File: config.mk
export PLATFORM = sky130hd
export DESIGN_NAME = uart_rx_deserializer
export DESIGN_NICKNAME = d
export VERILOG_FILES = /design/src/rtl/uart_pkg.sv /design/src/rtl/uart_bit_timer.sv /design/src/rtl/uart_rx_deserializer.sv
export SDC_FILE = /design/constraint.sdc
export NUM_CORES = 1
export LEC_CHECK = 0
export CORE_MARGIN = 4
export CORE_UTILIZATION = 45
export DETAILED_ROUTE_END_ITERATION = 12
export GPL_ROUTABILITY_DRIVEN = 1
export PLACE_DENSITY = 0.66
export SETUP_SLACK_MARGIN = 0.5
export SYNTH_ARGS = -nofsm -noshare
export SYNTH_HDL_FRONTEND = slang
export SYNTH_HIERARCHICAL = 1
export SYNTH_SLANG_ARGS = --single-unit
File: constraint.sdc
create_clock -name clk -period 3.2 [get_ports clk]
set_input_delay 0.48 -clock clk [delete_from_list [all_inputs] [get_ports clk]]
set_output_delay 0.48 -clock clk [all_outputs]
set_load 0.02 [all_outputs]
File: src/rtl/uart_pkg.sv
// Shared types and constants for the UART receive path.
package uart_pkg;

  localparam int unsigned DATA_BITS = 8;

  // 50 MHz system clock / 115200 baud
  localparam int unsigned DEFAULT_CLKS_PER_BIT = 434;

  typedef enum logic [2:0] {
    StIdle     = 3'd0,
    StStart    = 3'd1,
    StData     = 3'd2,
    StParity   = 3'd3,
    StStop     = 3'd4,
    StWaitHigh = 3'd5
  } uart_state_e;

endpackage

File: src/rtl/uart_bit_timer.sv
// Bit-period timer: counts 0..ClksPerBit-1 and wraps. With half_i set the period
// ends at the half-bit point instead, so the first tick lands mid start bit.
// sample_tick_o is a one-cycle strobe marking a sample edge.
module uart_bit_timer #(
  parameter int unsigned ClksPerBit = uart_pkg::DEFAULT_CLKS_PER_BIT,
  parameter int unsigned CntW       = $clog2(ClksPerBit)
) (
  input  logic clk_i,
  input  logic rst_ni,
  input  logic clear_i,
  input  logic half_i,
  output logic sample_tick_o
);

  localparam logic [CntW-1:0] FullMax = CntW'(ClksPerBit - 1);
  localparam logic [CntW-1:0] HalfMax = CntW'(ClksPerBit / 2 - 1);

  logic [CntW-1:0] cnt_q, cnt_d;

  // Tick on the terminal count of the selected period, then wrap to 0
  always_comb begin
    sample_tick_o = !clear_i && (cnt_q == (half_i ? HalfMax : FullMax));
    cnt_d         = cnt_q + CntW'(1);
    if (clear_i || sample_tick_o) begin
      cnt_d = '0;
    end
  end

  // Counter register
  always_ff @(posedge clk_i or negedge rst_ni) begin
    if (!rst_ni) begin
      cnt_q <= '0;
    end else begin
      cnt_q <= cnt_d;
    end
  end

endmodule

File: src/rtl/uart_rx_deserializer.sv
// UART receiver: 8N1, LSB first, from an already-synchronized serial line.
// Good frames load rx_byte and pulse rx_valid; a low stop bit pulses frame_err
// and then waits for the line to return high before hunting for a new start.
// Optional even parity bit between data and stop when RX_PARITY_EN is defined.
module uart_rx_deserializer
  import uart_pkg::*;
#(
  parameter int unsigned CLKS_PER_BIT = DEFAULT_CLKS_PER_BIT
) (
  input  logic       clk,
  input  logic       RST,
  input  logic       rx_sync,
  output logic [7:0] rx_byte,
  output logic       rx_valid,
  output logic       frame_err,
  output logic       parity_err,
  output logic       busy
);

  localparam int unsigned CNT_W = $clog2(CLKS_PER_BIT);
  localparam int unsigned IdxW  = $clog2(DATA_BITS);
  localparam logic [IdxW-1:0] LastIdx = IdxW'(DATA_BITS - 1);

  uart_state_e          state_q, state_d;
  logic [DATA_BITS-1:0] shift_q, shift_d;
  logic [DATA_BITS-1:0] byte_q, byte_d;
  logic [IdxW-1:0]      idx_q, idx_d;
  logic                 valid_q, valid_d;
  logic                 ferr_q, ferr_d;
  logic                 sample_tick;
  logic                 timer_clear;
  logic                 timer_half;
`ifdef RX_PARITY_EN
  logic                 par_q, par_d;
  logic                 perr_q, perr_d;
`endif

  // Timer restarts from 0 on the edge the start bit is first seen
  assign timer_clear = (state_q == StIdle);
  assign timer_half  = (state_q == StStart);

  uart_bit_timer #(
    .ClksPerBit(CLKS_PER_BIT),
    .CntW      (CNT_W)
  ) u_bit_timer (
    .clk_i        (clk),
    .rst_ni       (RST),
    .clear_i      (timer_clear),
    .half_i       (timer_half),
    .sample_tick_o(sample_tick)
  );

  // Next-state and frame bookkeeping
  always_comb begin
    state_d = state_q;
    shift_d = shift_q;
    byte_d  = byte_q;
    idx_d   = idx_q;
    valid_d = 1'b0;
    ferr_d  = 1'b0;
`ifdef RX_PARITY_EN
    par_d   = par_q;
    perr_d  = 1'b0;
`endif
    unique case (state_q)
      StIdle: begin
        if (!rx_sync) state_d = StStart;
      end
      StStart: begin
        if (sample_tick) begin
          // High at mid start bit means it was a glitch
          if (rx_sync) begin
            state_d = StIdle;
          end else begin
            state_d = StData;
            idx_d   = '0;
          end
        end
      end
      StData: begin
        if (sample_tick) begin
          shift_d[idx_q] = rx_sync;
          idx_d          = idx_q + IdxW'(1);
          if (idx_q == LastIdx) begin
`ifdef RX_PARITY_EN
            state_d = StParity;
`else
            state_d = StStop;
`endif
          end
        end
      end
`ifdef RX_PARITY_EN
      StParity: begin
        if (sample_tick) begin
          par_d   = rx_sync;
          state_d = StStop;
        end
      end
`endif
      StStop: begin
        if (sample_tick) begin
`ifdef RX_PARITY_EN
          // Even parity: data plus parity bit must hold an even number of ones
          perr_d = (par_q != ^shift_q);
`endif
          if (rx_sync) begin
            byte_d  = shift_q;
            valid_d = 1'b1;
            state_d = StIdle;
          end else begin
            ferr_d  = 1'b1;
            state_d = StWaitHigh;
          end
        end
      end
      StWaitHigh: begin
        // Hold off on a break so a long low line is not taken as a new start
        if (rx_sync) state_d = StIdle;
      end
      default: state_d = StIdle;
    endcase
  end

  // State and output registers
  always_ff @(posedge clk or negedge RST) begin
    if (!RST) begin
      state_q <= StIdle;
      shift_q <= '0;
      byte_q  <= '0;
      idx_q   <= '0;
      valid_q <= 1'b0;
      ferr_q  <= 1'b0;
`ifdef RX_PARITY_EN
      par_q   <= 1'b0;
      perr_q  <= 1'b0;
`endif
    end else begin
      state_q <= state_d;
      shift_q <= shift_d;
      byte_q  <= byte_d;
      idx_q   <= idx_d;
      valid_q <= valid_d;
      ferr_q  <= ferr_d;
`ifdef RX_PARITY_EN
      par_q   <= par_d;
      perr_q  <= perr_d;
`endif
    end
  end

  assign rx_byte   = byte_q;
  assign rx_valid  = valid_q;
  assign frame_err = ferr_q;
  assign busy      = (state_q != StIdle);
`ifdef RX_PARITY_EN
  assign parity_err = perr_q;
`else
  assign parity_err = 1'b0;
`endif

endmodule

**After elaboration in Yosys (flattened, before gate mapping)**

Cells that the tools add are included.

- Add/sub/neg operators: 2
- Magnitude comparators: 2
- Equality and inequality tests: 13
- Mux-type cells: 24
- Reductions and logical operators: 11

Operator list:

| cell | number |
|---|---|
| $mux 3 | 10 |
| $mux 9 | 2 |
| $pmux 3 s5 | 1 |
| $ne 2x2->1 const B | 7 |
| $add 9x1->9 const B | 1 |
| $eq 3x3->1 const B | 3 |
| $eq 9x9->1 | 1 |
| $bwmux 8 | 1 |
| $mux 1 | 7 |
| $pmux 3 s2 | 1 |
| $reduce_and 6->1 | 1 |
| $lt 3x4->1 const B | 1 |
| $reduce_and 4->1 | 1 |
| $add 3x1->3 const B | 1 |
| $demux 1 s3 | 1 |
| $eq 3x1->1 const B | 1 |
| $eq 3x2->1 const B | 1 |
| $ge 3x1->1 const B | 1 |
| $logic_not 3->1 | 1 |
| $reduce_and 3->1 | 1 |
| $reduce_bool 3->1 | 1 |
| $logic_and 1x1->1 | 2 |
| $mux 2 | 1 |
| $reduce_and 2->1 | 1 |
| other kinds (3) | 3 |

- Bits in registers: 33
- Word-level logic and storage cells: 59

**Longest topological paths before layout**

Gate-level depths: netlist (run 1).

- Depth in word-level cells: 6
- Gate-level depth with buffers: 9
- Mapped depth without buffers: 7

**Hierarchy**

The synthesis (run 1) kept the hierarchy.

By module, submodules not included:

| module | times used | cells each | area each (um^2) | seq. area each (um^2) |
|---|---|---|---|---|
| uart_rx_deserializer | 1 | 93 | 1184.9 | 600.6 |
| uart_bit_timer | 1 | 48 | 531.8 | 225.2 |

**Worst setup path before layout (run 1)**

OpenSTA, ideal clock, no wires.

- Path kind: register to register
- From: register state_q[0]
- To: register shift_q[1]
- Library setup time: 0.128 ns
- Data arrival time: 2.443 ns
- Required time: 3.072 ns
- Setup slack: 0.629 ns
- Cell stages (with the launch flop): 10
- Period minus slack after synthesis: 2.571 ns
- Path through: dfrtp_1 clkbuf_1 nor3b_1 nand4bb_1 o22ai_4 and3b_1 buf_4 nand4bb_4 nor4b_2 mux2_1

- Word-level cells in the longest chain between the ends: 5

Ends and longest elaborated chain:

| what | RTL line | RTL |
|---|---|---|
| start: declaration | uart_rx_deserializer.sv:24 | `uart_state_e state_q, state_d;` |
| start signal: assignment | uart_rx_deserializer.sv:128 | `state_q <= StIdle;` |
| start signal: assignment | uart_rx_deserializer.sv:139 | `state_q <= state_d;` |
| $eq 3x1->1 | uart_rx_deserializer.sv:40 | `assign timer_half = (state_q == StStart);` |
| named net timer_half | uart_rx_deserializer.sv:32 | `logic timer_half;` |
| $mux 9 | uart_bit_timer.sv:22 | `sample_tick_o = !clear_i && (cnt_q == (half_i ? HalfMax : FullMax));` |
| $eq 9x9->1 | uart_bit_timer.sv:22 |  |
| $logic_and 1x1->1 | uart_bit_timer.sv:22 |  |
| named net sample_tick | uart_rx_deserializer.sv:30 | `logic sample_tick;` |
| $reduce_and 2->1 (no line) | -- |  |
| end signal: assignment | uart_rx_deserializer.sv:140 | `shift_q <= shift_d;` |
| end: declaration | uart_rx_deserializer.sv:25 | `logic [DATA_BITS-1:0] shift_q, shift_d;` |

The timed path passes the listed nets, and every way through them passes these cells.
A chain may end at the register's enable or synchronous reset.

**Worst setup path in the final report (run 1)**

- From: register state_q[2]
- To: register shift_q[4]

The elaborated chain is that of the path after synthesis.

==> flow_summary_export.csv, run 1 <==
group,metric,value,unit
finish,num-nets-final,161,
grt,antenna_found_initial,0,
critical_path,worstRegToRegCells,7,
critical_path,r2r_slack,0.67,ns
run_status,status,"completed",
floorplan,rows,22,
logic_synthesis,synth_seq_cells,33,
timing,rsz0062_at_grt,"false",
logic_synthesis,yosysWarnings,6,
timing,hold_violations,0,
timing,setup_viol_count_final,0,
critical_path,crit_fanout,11,
finish,drive_above_1_share,21.79,%
job,maxCapViolations,0,
timing,period_minus_slack,2.532,ns
power,power_density,499.6,nW/um2
logic_synthesis,seq_area_frac_synth,48.10,%
finish,instances_no_fill,204,
critical_path,critPathKind,"register to register",
timing,fin_crit_sh,79.14,%
critical_path,cpLargestDelayFamily,"simple AND/OR/NAND/NOR gates",
placement,io_buffers,13,
placement,placed_cell_area,1876,um2
finish,area_growth,14.58,%
logic_synthesis,synth.area.top_cells,"dfrtp_1 (48%), mux2_2 (5.9%), mux2_1 (4.6%), a211oi_1 (2.2%), ha_1 (2.2%)",
power,peakVddDrop,0.0003111,V
power,p_leak,0.8231,nW
drt,vias_per_cell,5.868,
floorplan,die_h,69.77,um
clock_network,clk_pin_slew,0.07,ns
timing,fin_setup_tns,0,ns
logic_synthesis,synth_edf_count,0,
logic_synthesis,async_flop_share,100.0,%
grt,grt_pass1_vias,1186,
grt,grt_overflow,0,
logic_synthesis,synth.distinct_cells,45,
clock_network,h-tree-depth,2,
placement,gp_congestion,0.9001,
logic_synthesis,netlist_instances,141,
clock_network,clkLatencyLatePin,0.28,ns
grt,gr-usage-all-layers,14.18,%
critical_path,crit_path_end_kind,"register",
hold_path,hold_start,"shift_q[1]",
floorplan,die_area,4867,um2
logic_synthesis,synth_top_area_share,48.10,%
logic_synthesis,avgSynthCellArea,12.17,um2
critical_path,r2r-end,"shift_q[4]",
floorplan,ioPinCount,15,
drt,drtPass1Iterations,4,
logic_synthesis,synth_ff_type,"dfrtp_1",
finish,final_area,1967,um2
logic_synthesis,synthesis.area,1717,um2
clock_network,cts_tree,"built",
drt,avgRoutedWirePerCell,15.39,um
grt,grt_pass1_wl,5444,um
timing,maxSlewViolCount,0,
finish,final_util,53.73,%
placement,placedCellCount,195,
timing,clock_skew,0.004870,ns
logic_synthesis,yosysTopAreaCell,"dfrtp_1",
clock_network,clockBufferDepth,2,
drt,ant_nets,0,
critical_path,slowest_delay,0.47,ns
hold_path,whs_path_depth,1,
critical_path,slowest_stage,"dfrtp_1",
floorplan,die_w,69.77,um
clock_network,clkSinkCount,33,
critical_path,worst_ep_required_time,3.37,ns
floorplan,core_area,3661,um2
hold_path,hold_path.class,"register to register",
critical_path,cp.buffers_inverters,0,
placement,hpwl,2246,um
critical_path,reg2reg_from,"state_q[2]",
critical_path,startpoint_type,"register",
drt,wl,3140,um
drt,drtIter0Drc,85,
finish,diodes,0,
drt,vias,1197,
drt,drc_errors,0,
floorplan,initial_utilization,46.89,%
critical_path,crit_chain,"nor3b_1 > nand4bb_1 > o22ai_4 > and3b_2 > nand4bb_4 > nor4b_2 > mux2_1",
critical_path,cp.arrival,2.70,ns
clock_network,cts_root_buf,"clkbuf_8",
clock_network,cts_hold_buf,0,
logic_synthesis,syn_nets,147,
grt,grt_max_degree,34,
timing,timing.fmax,394.9,MHz
hold_path,hold_path_end,"shift_q[1]",
clock_network,numCtsBuffers,5,
==> cells in the final DEF (no fill, tap or decap), types with 2 or more instances in the layout <==
| cell type | netlist | layout |
|---|---|---|
| a211oi_1 | 5 | 5 |
| a21oi_1 | 5 | 5 |
| a221oi_1 | 3 | 3 |
| a221oi_2 | 2 | 2 |
| buf_4 | 3 | 4 |
| clkbuf_8 | 0 | 5 |
| clkdlybuf4s50_1 | 0 | 13 |
| clkinv_2 | 0 | 2 |
| dfrtp_1 | 33 | 33 |
| ha_1 | 3 | 3 |
| inv_1 | 3 | 3 |
| mux2_1 | 7 | 7 |
| mux2_2 | 9 | 9 |
| nand2_1 | 7 | 7 |
| nand2b_1 | 4 | 4 |
| nand3_1 | 4 | 4 |
| nand4b_1 | 3 | 3 |
| nand4bb_1 | 2 | 2 |
| nor2_1 | 3 | 3 |
| nor4b_2 | 2 | 2 |
| o21ai_0 | 5 | 5 |
| o22ai_1 | 2 | 2 |
| or3_1 | 5 | 5 |
| xor2_1 | 2 | 2 |
==> sequential cells by signal (all words and copies together), names as in the netlist <==
name / cells
idx_q: 3
frame_err: 1
u_bit_timer/cnt_q: 9
shift_q: 8
state_q: 3
rx_byte: 8
rx_valid: 1
==> Yosys cell counts, types with 2 or more instances <==
| library cell | instances |
|---|---|
| and3b_1 | 2 |
| a211oi_1 | 5 |
| dfrtp_1 | 33 |
| nand4bb_1 | 2 |
| a221oi_2 | 2 |
| nand2b_1 | 4 |
| nand3_1 | 4 |
| mux2_1 | 7 |
| nand2_1 | 7 |
| inv_1 | 3 |
| mux2_2 | 9 |
| or3_1 | 5 |
| o22ai_1 | 2 |
| xor2_1 | 2 |
| nand4b_1 | 3 |
| a221oi_1 | 3 |
| nor2_1 | 3 |
| ha_1 | 3 |
| buf_4 | 3 |
| clkbuf_1 | 2 |
| buf_2 | 4 |
| a21oi_1 | 5 |
| o21ai_0 | 5 |
| nor4b_2 | 2 |
==> kinds of logic after synthesis <==
family	Yosys count	synth area share [%]
AND/OR/NAND/NOR	46	21.87
XOR/XNOR	3	1.531
buffers and inverters	13	3.790
adder cells (fa/ha/maj)	3	2.187
flip-flops	33	48.10
AO/OA/AOI/OAI	26	11.81
other	1	0.2184
multiplexers	16	10.50
==> how the worst max path moves through the flow <==
stage | cells past startpoint | to | startpoint
floorplan | 9 | shift_q[1] | state_q[0]
global placement | 7 | shift_q[1] | state_q[1]
detailed placement | 7 | shift_q[1] | state_q[2]
CTS | 7 | shift_q[1] | state_q[2]
global route | 7 | shift_q[1] | state_q[1]
finish | 7 | shift_q[4] | state_q[2]
==> what timing repair did <==
| action | 4_1_cts | 5_1_grt |
|---|---|---|
| setup endpoints to repair | 2 | 3 |
| endpoints found under the hold margin | 0 | 0 |
| setup buffers | 0 | 1 |
| gates resized for setup | 1 | 0 |
| gates cloned | 0 | 0 |
| pin swaps | 0 | 1 |
==> per-layer routing <==
metal | wire [um] | global-route usage, %
met2 | 1661 | 24.76
met4 | 79 | 9.149
met3 | 144 | 4.203
met5 | 0 | 0
met1 | 1254 | 14.59
==> power by group <==
part / switching (W) / internal [W]
clock network: 0.000147 / 0.000150
logic: 0.0000937 / 0.0000827
registers: 0.0000536 / 0.000455
==> layout make-up <==
| class | instances | area [um2] |
|---|---|---|
| multi-input combinational | 95 | 827.0 |
| fill | 318 | 1694 |
| tap | 48 | 60.06 |
| clock buffer | 6 | 72.57 |
| timing repair buffer | 17 | 160.2 |
| inverter | 3 | 11.26 |
| sequential | 33 | 825.8 |
| clock inverter | 2 | 10.01 |
==> through the flow <==
stage,setup slack (ns),hold WS (ns),power [W]
after global placement,0.5687,0.4664,0.0006853
after detailed placement,0.4775,0.4735,0.0006947
after CTS,0.6024,0.4888,0.0009960
after floorplan,0.6291,0.1844,0.0006452
after global routing,0.5040,0.4997,0.001035
final,0.6676,0.4820,0.0009826
Note: power is estimated with default switching activity, not from simulation.
==> inputs of run 2 (changes only) <==
Settings changed: PLACE_DENSITY 0.66 to 0.68.
Clock period 3.2 ns to 2.1 ns, I/O delays scaled along.
==> flow_summary_export.csv, run 2 (synthesized netlist as in run 1, its figures left out) <==
group,metric,value,unit
run_status,status,"complete, but fails checks",
run_status,violations,"setup timing",
critical_path,slowest_delay,0.39,ns
grt,gr-usage-all-layers,15.81,%
floorplan,die_h,69.77,um
placement,placed_cell_area,1974,um2
placement,pre_cts_ws,-0.08451,ns
drt,drc_errors,0,
drt,avgRoutedWirePerCell,16.17,um
critical_path,critical_path_depth,8,
clock_network,clk_pin_slew,0.06,ns
finish,area_growth,31.85,%
finish,seq_area,825.8,um2
floorplan,die_w,69.77,um
timing,max_slew.worst_pin.slew,0.5145,ns
critical_path,startpoint_type,"register",
placement,io_buffers,13,
drt,vias,1241,
placement,gp_congestion,0.8049,
finish,drive_above_1_share,38.15,%
finish,multi_input_area,947.2,um2
drt,ant_nets,0,
critical_path,crit_path_end_kind,"register",
finish,final_util,61.82,%
floorplan,rows,22,
critical_path,crit_chain,"buf_4 > or3_4 > inv_1 > and3b_2 > buf_12 > buf_4 > nand4_4 > mux2_2",
timing,maxSlewHeadroom,65.70,%
power,peakVddDrop,0.0007383,V
clock_network,cts_hold_buf,0,
power,p_leak,0.9975,nW
drt,vias_per_cell,5.615,
timing,period_minus_slack,2.177,ns
finish,regMostFlops,"u_bit_timer/cnt_q",
timing,fin_setup_tns,-0.6277,ns
placement,hpwl,2218,um
clock_network,clockBufferDepth,2,
hold_path,hold_path.class,"input pin to asynchronous set/reset pin",
drt,drtPass1Iterations,4,
critical_path,startpoint,"state_q[2]",
critical_path,cp.arrival,2.35,ns
finish,final_area,2263,um2
timing,hold_violations,0,
clock_network,numCtsBuffers,5,
critical_path,worst_ep_required_time,2.27,ns
critical_path,cp_common_cell,"buf_4",
finish,diodes,0,
floorplan,ioPinCount,15,
floorplan,initial_utilization,46.89,%
timing,setup_viol_count_final,14,
drt,wl,3574,um
critical_path,cp.buffers_inverters,4,
timing,timing.fmax,459.4,MHz
clock_network,h-tree-depth,2,
clock_network,clkSinkCount,33,
timing,maxSlewViolCount,0,
clock_network,clkLatencyLatePin,0.28,ns
finish,layout_common_cells,"dfrtp_1 (33), buf_4 (18), clkdlybuf4s50_1 (10), mux2_2 (8), nand2_1 (7)",
clock_network,cts_root_buf,"clkbuf_8",
grt,antenna_found_initial,0,
timing,fin_crit_sh,103.7,%
critical_path,slowest_stage,"dfrtp_1",
grt,grt_pass1_wl,6009,um
floorplan,core_area,3661,um2
finish,num-nets-final,178,
grt,grt_max_degree,34,
finish,fillers,272,
floorplan,die_area,4867,um2
timing,clock_skew,0.003407,ns
critical_path,critPathKind,"register to register",
grt,grt_pass1_vias,1234,
timing,rsz0062_at_grt,"true",
critical_path,reg2reg_from,"state_q[2]",
power,power_density,777.9,nW/um2
job,maxCapViolations,0,
drt,drtIter0Drc,56,
clock_network,cts_tree,"built",
critical_path,worstRegToRegCells,8,
critical_path,cpLargestDelayFamily,"simple AND/OR/NAND/NOR gates",
critical_path,crit_fanout,10,
grt,grt_overflow,0,
finish,largest_reg_flops,9,
timing,layout_setup_ws,-0.07692,ns
finish,final_common_cell,"dfrtp_1",
-- run 2: routing by layer --
metal | routed length (um) | vias up | global-route usage [%] | share of wire (%)
met4 | 75 | 0 | 6.383 | 2.1
met2 | 1810 | 23 | 25.29 | 51
met1 | 1546 | 618 | 19.51 | 43
met3 | 142 | 7 | 5.362 | 4.0
li1 | - | 593 | - | -
met5 | 0 | - | 0 | 0
-- run 2: power breakdown --
group	leakage, nW	internal (W)	switching, W
Sequential	0.425	0.000693	0.0000757
Clock	0.0585	0.000387	0.000222
Combinational	0.514	0.000201	0.000182
-- run 2: layout make-up --
type / instances / share of cell area [%]
clock buffer: 7 / 3.814
inverter: 3 / 0.4975
clock inverter: 1 / 1.327
sequential: 33 / 36.48
multi-input combinational: 96 / 41.85
tap: 48 / 2.653
timing repair buffer: 33 / 13.38
-- run 2: path summary, 6_finish.rpt --
path,endpoint,slack (ns)
worst max-delay path,rx_byte[7],-0.08
worst min-delay path,rx_byte[6],0.43
worst max register to register,rx_byte[7],-0.08
worst min register to register,shift_q[3],0.49
max in group asynchronous,rx_byte[4],1.37
min in group clk,shift_q[3],0.49
-- run 2: per-stage QoR --
| stage | instances | power [W] | hold WS [ns] |
|---|---|---|---|
| detailed placement | 207 | 0.001097 | 0.4779 |
| global route | 221 | 0.001863 | 0.4775 |
| CTS | 219 | 0.001744 | 0.4397 |
| global placement | 207 | 0.001083 | 0.4703 |
| finish | 221 | 0.001761 | 0.4256 |
| floorplan | 141 | 0.0009967 | 0.01941 |
-- run 2: timing repair --
action | CTS | global route
buffers inserted | 3 | 2
pin swaps | 10 | 7
gates resized for setup | 15 | 13
cloned | 1 | 0
setup endpoints to repair | 25 | 30
==> inputs of run 3 (changes only) <==
Settings changed: SLEW_MARGIN set to 20.
==> results of run 3 <==
Final layout, timing and power as in run 2 (identical DEF).
